`src/rtl/cpux_pkg.sv`:
```
// Shared definitions for the program loader: state encoding, instruction
// memory geometry and the host idle timeout.
package cpux_pkg;

  typedef enum logic [2:0] {
    IDLE,
    LEN_HI,
    LEN_LO,
    LOAD,
    DONE,
    ERR
  } state_t;

  localparam logic [15:0] IMEM_WORDS = 16'd1024;
  localparam int          IMEM_AW    = 10;
  localparam logic [15:0] TIMEOUT    = 16'hFFFF;

endpackage

```
`src/rtl/prog_loader_if.sv`:
```
// Host byte stream and instruction-memory write port of the program loader.
// The loader is the slave: it consumes bytes and produces memory writes.
interface prog_loader_if;
  import cpux_pkg::*;

  logic               byte_valid;
  logic [7:0]         byte_data;
  logic               byte_ready;
  logic               im_we;
  logic [IMEM_AW-1:0] im_addr;
  logic [31:0]        im_wdata;

  modport slave (
    input  byte_valid,
    input  byte_data,
    output byte_ready,
    output im_we,
    output im_addr,
    output im_wdata
  );

  modport master (
    output byte_valid,
    output byte_data,
    input  byte_ready,
    input  im_we,
    input  im_addr,
    input  im_wdata
  );

endinterface

```
`src/rtl/idle_timer.sv`:
```
// Counts consecutive enabled cycles without a host transfer. expired is
// raised during the cycle that would complete TIMEOUT idle cycles, so the
// owner leaves its waiting state exactly on that edge.
module idle_timer
  import cpux_pkg::*;
(
  input  logic clk,
  input  logic clr,
  input  logic kick,
  input  logic en,
  output logic expired
);

  logic [15:0] cnt_q;

  // Idle-cycle counter: cleared by reset, by any transfer and while disabled; saturates.
  always_ff @(posedge clk) begin
    if (clr || kick || !en) begin
      cnt_q <= 16'd0;
    end else if (cnt_q != TIMEOUT) begin
      cnt_q <= cnt_q + 16'd1;
    end
  end

  assign expired = en && !kick && (cnt_q == (TIMEOUT - 16'd1));

endmodule

```
`src/rtl/prog_loader.sv`:
```
// Program loader: receives a 2-byte word count followed by big-endian
// instruction bytes from a host, writes the assembled 32-bit words into
// instruction memory, and keeps the CPU in reset until the load completes.
module prog_loader
  import cpux_pkg::*;
(
  input  logic          clk,
  input  logic          clr,
  input  logic          load,
  prog_loader_if.slave  bus,
  output logic          cpu_clr,
  output logic          done,
  output logic          err
);

  state_t             state_q;
  logic [15:0]        count_q;
  logic [23:0]        shift_q;
  logic [1:0]         byteCnt_q;
  logic [IMEM_AW:0]   wordIdx_q;
  logic               ready_q;
  logic               we_q;
  logic [IMEM_AW-1:0] addr_q;
  logic [31:0]        wdata_q;
  logic               done_q;
  logic               err_q;
  logic               cpuClr_q;

  logic               xfer;
  logic               timerEn;
  logic               expired;
  logic [15:0]        lenWord;

  assign xfer    = bus.byte_valid && ready_q;
  assign timerEn = (state_q == LEN_HI) || (state_q == LEN_LO) || (state_q == LOAD);
  assign lenWord = {count_q[15:8], bus.byte_data};

  idle_timer u_idle_timer (
    .clk     (clk),
    .clr     (clr),
    .kick    (xfer),
    .en      (timerEn),
    .expired (expired)
  );

  // Loader FSM with registered outputs; ready_q drops during the final
  // write cycle so no stray byte is accepted before DONE is entered.
  always_ff @(posedge clk) begin
    if (clr) begin
      state_q   <= IDLE;
      count_q   <= 16'd0;
      shift_q   <= 24'd0;
      byteCnt_q <= 2'd0;
      wordIdx_q <= '0;
      ready_q   <= 1'b0;
      we_q      <= 1'b0;
      addr_q    <= '0;
      wdata_q   <= 32'd0;
      done_q    <= 1'b0;
      err_q     <= 1'b0;
      cpuClr_q  <= 1'b1;
    end else begin
      we_q <= 1'b0;
      case (state_q)
        IDLE, DONE, ERR: begin
          if (load) begin
            state_q   <= LEN_HI;
            ready_q   <= 1'b1;
            done_q    <= 1'b0;
            err_q     <= 1'b0;
            cpuClr_q  <= 1'b1;
            count_q   <= 16'd0;
            byteCnt_q <= 2'd0;
            wordIdx_q <= '0;
          end
        end
        LEN_HI: begin
          if (expired) begin
            state_q <= ERR;
            ready_q <= 1'b0;
            err_q   <= 1'b1;
          end else if (xfer) begin
            count_q[15:8] <= bus.byte_data;
            state_q       <= LEN_LO;
          end
        end
        LEN_LO: begin
          if (expired) begin
            state_q <= ERR;
            ready_q <= 1'b0;
            err_q   <= 1'b1;
          end else if (xfer) begin
            count_q <= lenWord;
            if (lenWord == 16'd0) begin
              state_q  <= DONE;
              ready_q  <= 1'b0;
              done_q   <= 1'b1;
              cpuClr_q <= 1'b0;
            end else if (lenWord > IMEM_WORDS) begin
              state_q <= ERR;
              ready_q <= 1'b0;
              err_q   <= 1'b1;
            end else begin
              state_q   <= LOAD;
              wordIdx_q <= '0;
              byteCnt_q <= 2'd0;
            end
          end
        end
        LOAD: begin
          if (!ready_q) begin
            state_q  <= DONE;
            done_q   <= 1'b1;
            cpuClr_q <= 1'b0;
          end else if (expired) begin
            state_q <= ERR;
            ready_q <= 1'b0;
            err_q   <= 1'b1;
          end else if (xfer) begin
            shift_q   <= {shift_q[15:0], bus.byte_data};
            byteCnt_q <= byteCnt_q + 2'd1;
            if (byteCnt_q == 2'd3) begin
              we_q      <= 1'b1;
              wdata_q   <= {shift_q, bus.byte_data};
              addr_q    <= wordIdx_q[IMEM_AW-1:0];
              wordIdx_q <= wordIdx_q + 1'b1;
              if ((wordIdx_q + 1'b1) == count_q[IMEM_AW:0]) begin
                ready_q <= 1'b0;
              end
            end
          end
        end
        default: begin
          state_q  <= IDLE;
          ready_q  <= 1'b0;
          cpuClr_q <= 1'b1;
        end
      endcase
    end
  end

  assign bus.byte_ready = ready_q;
  assign bus.im_we      = we_q;
  assign bus.im_addr    = addr_q;
  assign bus.im_wdata   = wdata_q;
  assign cpu_clr        = cpuClr_q;
  assign done           = done_q;
  assign err            = err_q;

endmodule

```
`src/flat_wrapper.sv`:
```
// flat-port wrapper written by rule: the top's interface ports become plain ports
module prog_loader_flat import cpux_pkg::*;
  (clk, clr, load, cpu_clr, done, err, bus_byte_valid, bus_byte_data, bus_byte_ready, bus_im_we, bus_im_addr, bus_im_wdata);
  prog_loader_if bus_i ();
  input  logic clk;
  input  logic clr;
  input  logic load;
  output logic cpu_clr;
  output logic done;
  output logic err;
  input wire logic [$bits(bus_i.byte_valid)-1:0] bus_byte_valid;
  input wire logic [$bits(bus_i.byte_data)-1:0] bus_byte_data;
  output wire logic [$bits(bus_i.byte_ready)-1:0] bus_byte_ready;
  output wire logic [$bits(bus_i.im_we)-1:0] bus_im_we;
  output wire logic [$bits(bus_i.im_addr)-1:0] bus_im_addr;
  output wire logic [$bits(bus_i.im_wdata)-1:0] bus_im_wdata;
  assign bus_i.byte_valid = bus_byte_valid;
  assign bus_i.byte_data = bus_byte_data;
  assign bus_byte_ready = bus_i.byte_ready;
  assign bus_im_we = bus_i.im_we;
  assign bus_im_addr = bus_i.im_addr;
  assign bus_im_wdata = bus_i.im_wdata;
  prog_loader u_core (.clk(clk), .clr(clr), .load(load), .bus(bus_i), .cpu_clr(cpu_clr), .done(done), .err(err));
endmodule
```
`config.mk`:
```
export PLATFORM = sky130hd
export DESIGN_NAME = prog_loader_flat
export DESIGN_NICKNAME = d
export VERILOG_FILES = /design/src/rtl/cpux_pkg.sv /design/src/rtl/prog_loader_if.sv /design/src/rtl/idle_timer.sv /design/src/rtl/prog_loader.sv /design/src/flat_wrapper.sv
export SDC_FILE = /design/constraint.sdc
export NUM_CORES = 1
export LEC_CHECK = 0
export CORE_UTILIZATION = 30
export CTS_BUF_LIST = sky130_fd_sc_hd__clkbuf_2 sky130_fd_sc_hd__clkbuf_4 sky130_fd_sc_hd__clkbuf_8
export CTS_CLUSTER_SIZE = 12
export DETAILED_ROUTE_END_ITERATION = 12
export PLACE_DENSITY = 0.57
export SLEW_MARGIN = 20
export SYNTH_ARGS = -nofsm -noshare
export SYNTH_HDL_FRONTEND = slang
export SYNTH_SLANG_ARGS = --single-unit
```
`constraint.sdc`:
```
create_clock -name clk -period 3 [get_ports clk]
set_input_delay 0.9 -clock clk [delete_from_list [all_inputs] [get_ports clk]]
set_output_delay 0.9 -clock clk [all_outputs]
set_load 0.03 [all_outputs]
```
# Word level (Yosys, flattened, before mapping)

Cells that the tools add are included.

Register bits: 119
Latch bits: 0
RAM bits: 0
Memory bits (read-only): 0
Output and inout bits: 47
Logic and storage cells: 148
Memories kept: 0

Add/sub/neg operators: 3
Multiply operators: 0
Divide/modulo/power cells: 0
$lt $le $gt $ge: 1
Equality and inequality tests: 29
Shift operators: 0
Multiplexer cells: 67
Bitwise operators: 6
Reductions and logical operators: 28

Operators with widths:

| cell                                                                              | count |
|---|---|
| 11-bit two-way mux                                                                | 9 |
| 11-bit one-hot mux with 3 select lines                                            | 1 |
| 16-bit two-way mux                                                                | 2 |
| 1-bit two-way mux                                                                 | 27 |
| 3-bit two-way mux                                                                 | 9 |
| 8-bit two-way mux                                                                 | 3 |
| 2-bit != test, second input constant                                              | 12 |
| 8-bit one-hot mux with 3 select lines                                             | 1 |
| 6-bit AND reduction                                                               | 3 |
| 16-bit by 1-bit adder with 16-bit output, second input constant                   | 1 |
| 16-bit equality test, second input constant                                       | 1 |
| 16-bit by 11-bit greater-than comparator with 1-bit output, second input constant | 1 |
| 16-bit zero test                                                                  | 1 |
| 2-bit two-way mux                                                                 | 8 |
| 16-bit != test, second input constant                                             | 1 |
| 8-bit one-hot mux with 2 select lines                                             | 1 |
| 4-bit AND reduction                                                               | 4 |
| 3-bit by 2-bit != test with 1-bit output, second input constant                   | 4 |
| 1-bit one-hot mux with 4 select lines                                             | 3 |
| 3-bit one-hot mux with 4 select lines                                             | 1 |
| 11-bit by 1-bit adder with 11-bit output, second input constant                   | 1 |
| 11-bit equality test                                                              | 1 |
| 10-bit AND reduction                                                              | 1 |
| 5-bit AND reduction                                                               | 2 |
| other kinds (21)                                                                  | 36 |

# Depth between registers and ports, before layout

Depth in word-level cells: 8
Mapped depth: 10
Mapped depth without buffers: 7

# By module

A second synthesis with hierarchy kept.

Cells, all modules: 674
Area, all modules: 5383.9 um^2

Modules (own cells, without submodules):

| module      | times used | cells an instance | area an instance (um^2) | sequential area each (um^2) |
|---|---|---|---|---|
| prog_loader | 1          | 578               | 4499.3                  | 2062.0 |
| idle_timer  | 1          | 96                | 884.6                   | 320.3 |

# Worst setup path before layout

OpenSTA, ideal clock, no wires.

Path kind: in2reg
Start point: in bus_byte_data[4]
End point: reg u_core.wordIdx_q[5]
Arrival: 2526 ps
Data required time: 2912 ps
Path slack: 386 ps
Stages on the path: 7
Path buffers: 1
Path through: or4_4 -> or4_4 -> nand3_2 -> a21o_4 -> nor2_2 -> buf_6 -> a311oi_2

Word-level cells in the longest chain between the ends: 3
Elaborated cells on any way between the ends: 5
Those cells by class: order compare (1); eq/ne (2); reduce/logical (2)

RTL lines:

| what                                                                                                  | RTL line                             | source |
|---|---|---|
| start, declared                                                                                       | flat_wrapper.sv:12                   | `input wire logic [$bits(bus_i.byte_data)-1:0] bus_byte_data;` |
| 16-bit by 11-bit greater-than comparator with 1-bit output / 16-bit zero test (equally long branches) | prog_loader.sv:99, prog_loader.sv:94 |  |
| 2-bit != test (no source line)                                                                        | n/a                                  |  |
| 10-bit AND reduction (no source line) (*)                                                             | n/a                                  |  |
| end signal, assigned                                                                                  | prog_loader.sv:126                   | `wordIdx_q <= wordIdx_q + 1'b1;` |
| end, declared                                                                                         | prog_loader.sv:20                    | `logic [IMEM_AW:0] wordIdx_q;` |

Mark *: on every way between the ends. The rest lies on a longest branch, timed or not.
A chain may end at the register's enable or synchronous reset.

# Worst setup path after layout

Start point: in bus_byte_data[4]
End point: reg u_core.wordIdx_q[3]

Same word-level chain as after synthesis.

==> results.toml <==
[outcome]
status = "finished clean"

[place]
gp_congestion = 0.829
io_buffers = 58
dp_hpwl_um = 9290
dpl_cell_area_um2 = 6090
place_ws_ns = -0.229

[die]
fp.dieH_um = 134
rows = 47
io_pins = 59
design.core.area_um2 = 16800
start_util_pct = 31.1
dieArea_um2 = 17900
die_width_um = 134

[synthesis]
synth_nets = 662
ys.warnings.count = 0
synth_edf_count = 0
ys.flop_type = "dfxtp_1"
syn_area_per_cell_um2 = 8.07
syn-cell-area_um2 = 5210
ys_ff_latch = 119
yosys.cell_types.count = 56
netlist_instances = 646
synth_seq_area_share_pct = 45.7
async_flop_share_pct = 0

[clock_network]
insertion_delay_ns = 0.45
post_cts_buffers = 0
cts_buffer_depth = 2
path_clk_slew_ns = 0.07
cts-hold-fix-buffers = 0
clkSinkCount = 119
tritoncts = "built"
numCtsBuffers = 17
root_buffer = "clkbuf_8"
cts_resized = 0
htreeDepth = 4

[route]
wl_per_cell_um = 14.2
drtIter0Drc = 229
ant_nets = 0
drt_first_pass_iters = 4
detail_route.vias_per_cell = 4.96
drt-total-wl_um = 13300
drcViolationCount = 0
vias = 4630

[global_route]
grt_max_degree = 47
grt_pass1_vias = 4446
track_usage_pct = 15.6
antenna_found_initial = 0
grt_pass1_wl_um = 22200
overflow = 0

[setup_path]
cp.arrival_ns = 3.13
critPathKind = "input port to flop"
cp-start-kind = "input port"
required_ns = 3.35
cp-end-kind = "flop"
worstPathMaxFanout = 11

[timing]
slew_headroom_pct = 51.9
finalCriticalPeriod_ns = 2.78
rsz0062_at_grt = "no"
max_freq_ghz = 0.359
tightest_slew_ns = 0.720
setup_viol = 0
slew_violations = 0
fin_skew_ns = 0.0114
period_share_pct = 92.8
hold_viol = 0
timing.final.ws_setup_ns = 0.216

[hold_path]
worstHoldPathType = "flop to flop"

[power]
peakVddDrop_v = 0.000237
clkPwrFrac_pct = 33.2
powerDensity_nw_per_um2 = 624
swShare_pct = 32.1
switching_power_mw = 1.29
comb_power_share_pct = 22.9
seq_power_share_pct = 43.9
internal_power_mw = 2.73
static-leakage-power_nw = 2.17

[flow_run]
max_cap_viol_count = 0

[layout]
fin_util_pct = 38.5
fin_nets = 720
drive_gt1_share_pct = 10.9
final_area_um2 = 6440
layout_commonest_cell = "nand2_1"
diodes = 0
final_cell_mix = "nand2_1 (157), dfxtp_1 (119), a21oi_1 (87)"
area_growth_pct = 23.7
==> state kept, by name (all words and copies together), names as in the netlist <==
signal / flops
u_core.err: 1
u_core.shift_q: 24
u_core.done: 1
u_core.bus.im_addr: 10
u_core.byteCnt_q: 2
u_core.count_q: 16
u_core.bus.im_wdata: 32
u_core.state_q: 3
u_core.bus.im_we: 1
u_core.bus.byte_ready: 1
u_core.wordIdx_q: 11
u_core.u_idle_timer.cnt_q: 16
u_core.cpu_clr: 1
==> cell usage after synthesis (3+ instances only) <==
| cell | count | share of area, % |
|---|---|---|
| and3_1 | 14 | 1.7 |
| nand3b_1 | 4 | 0.58 |
| buf_2 | 7 | 0.67 |
| xnor2_1 | 16 | 2.7 |
| a211oi_1 | 4 | 0.58 |
| inv_1 | 4 | 0.29 |
| or3_1 | 4 | 0.48 |
| nand4_1 | 4 | 0.48 |
| mux2i_1 | 3 | 0.58 |
| nor2b_1 | 5 | 0.60 |
| xor2_1 | 12 | 2.0 |
| and4_1 | 5 | 0.84 |
| nor2_1 | 51 | 3.7 |
| a21oi_1 | 87 | 8.4 |
| clkbuf_1 | 33 | 2.4 |
| nand3_1 | 16 | 1.5 |
| buf_6 | 3 | 0.65 |
| o21ai_0 | 14 | 1.3 |
| a31oi_1 | 3 | 0.36 |
| and2_1 | 3 | 0.36 |
| ha_1 | 4 | 0.96 |
| nor3b_1 | 3 | 0.43 |
| or2_2 | 3 | 0.36 |
| nor3_1 | 8 | 0.77 |
| a22oi_1 | 8 | 1.2 |
| a311oi_2 | 6 | 1.7 |
| nand2_1 | 157 | 11 |
| o21a_1 | 5 | 0.72 |
| nand2b_1 | 4 | 0.48 |
| a211oi_2 | 3 | 0.72 |
| dfxtp_1 | 119 | 46 |
==> per-stage QoR <==
stage          hold WS, ns  cells  TNS (ns)  power, mW
6_report             0.455    934         0       4.02
2_1_floorplan        0.432    646         0       2.42
5_1_grt              0.473    934         0       4.24
4_1_cts              0.457    934         0       4.06
3_3_place_gp         0.449    905     -1.67       2.69
3_5_place_dp         0.448    905     -2.37       2.71
==> final cells by class <==
cell class / instances / area (µm²)
fillers: 1714 / 10300
inverters: 4 / 15.0
flip-flops and latches: 119 / 2380
clock inverters: 9 / 78.8
well taps: 220 / 275
clock buffers: 20 / 275
repair buffers: 84 / 798
multi-input cells: 478 / 2620
==> power groups by stage <==
stage	sequential, mW	clock [mW]	combinational (mW)
floorplan	1.75	0	0.678
global placement	1.79	0	0.894
detailed placement	1.80	0	0.916
CTS	1.76	1.37	0.924
global route	1.78	1.46	1.00
finish	1.76	1.33	0.922
==> final timing paths <==
kind,startpoint,endpoint,slack [ns],cells after the start
worst min-delay path,u_core.bus.im_wdata[18],u_core.bus.im_wdata[18],0.46,2
worst min register to register,u_core.bus.im_wdata[18],u_core.bus.im_wdata[18],0.46,2
worst max-delay path,bus_byte_data[4],u_core.wordIdx_q[3],0.22,8
worst max register to register,u_core.state_q[1],u_core.wordIdx_q[6],0.50,8
==> worst max-delay path, cell delays in order <==
cell	delay (ns)
clkdlybuf4s50_1	0.42
or4_4	0.58
or4_4	0.51
nand3_2	0.10
a21o_4	0.14
nor2_2	0.05
buf_12	0.15
a311oi_1	0.26
==> layer usage <==
metal	share of wire [%]	wire (µm)	global-route usage, %
met1	49	6490	20.3
met2	46	6090	24.2
met3	3.6	479	4.50
met4	1.8	235	6.06
met5	0	0	0
==> cell families (layout without fill, tap and decap cells) <==
kind of cell | after synthesis | count (layout) | share of synthesized area (%)
xor+xnor | 28 | 28 | 4.71
flops | 119 | 119 | 45.7
simple gates | 292 | 292 | 25.4
buf+inv | 49 | 117 | 4.13
compound gates | 151 | 151 | 18.5
fa+ha+maj | 4 | 4 | 0.961
mux | 3 | 3 | 0.576
(Power assumes the default switching activity.)
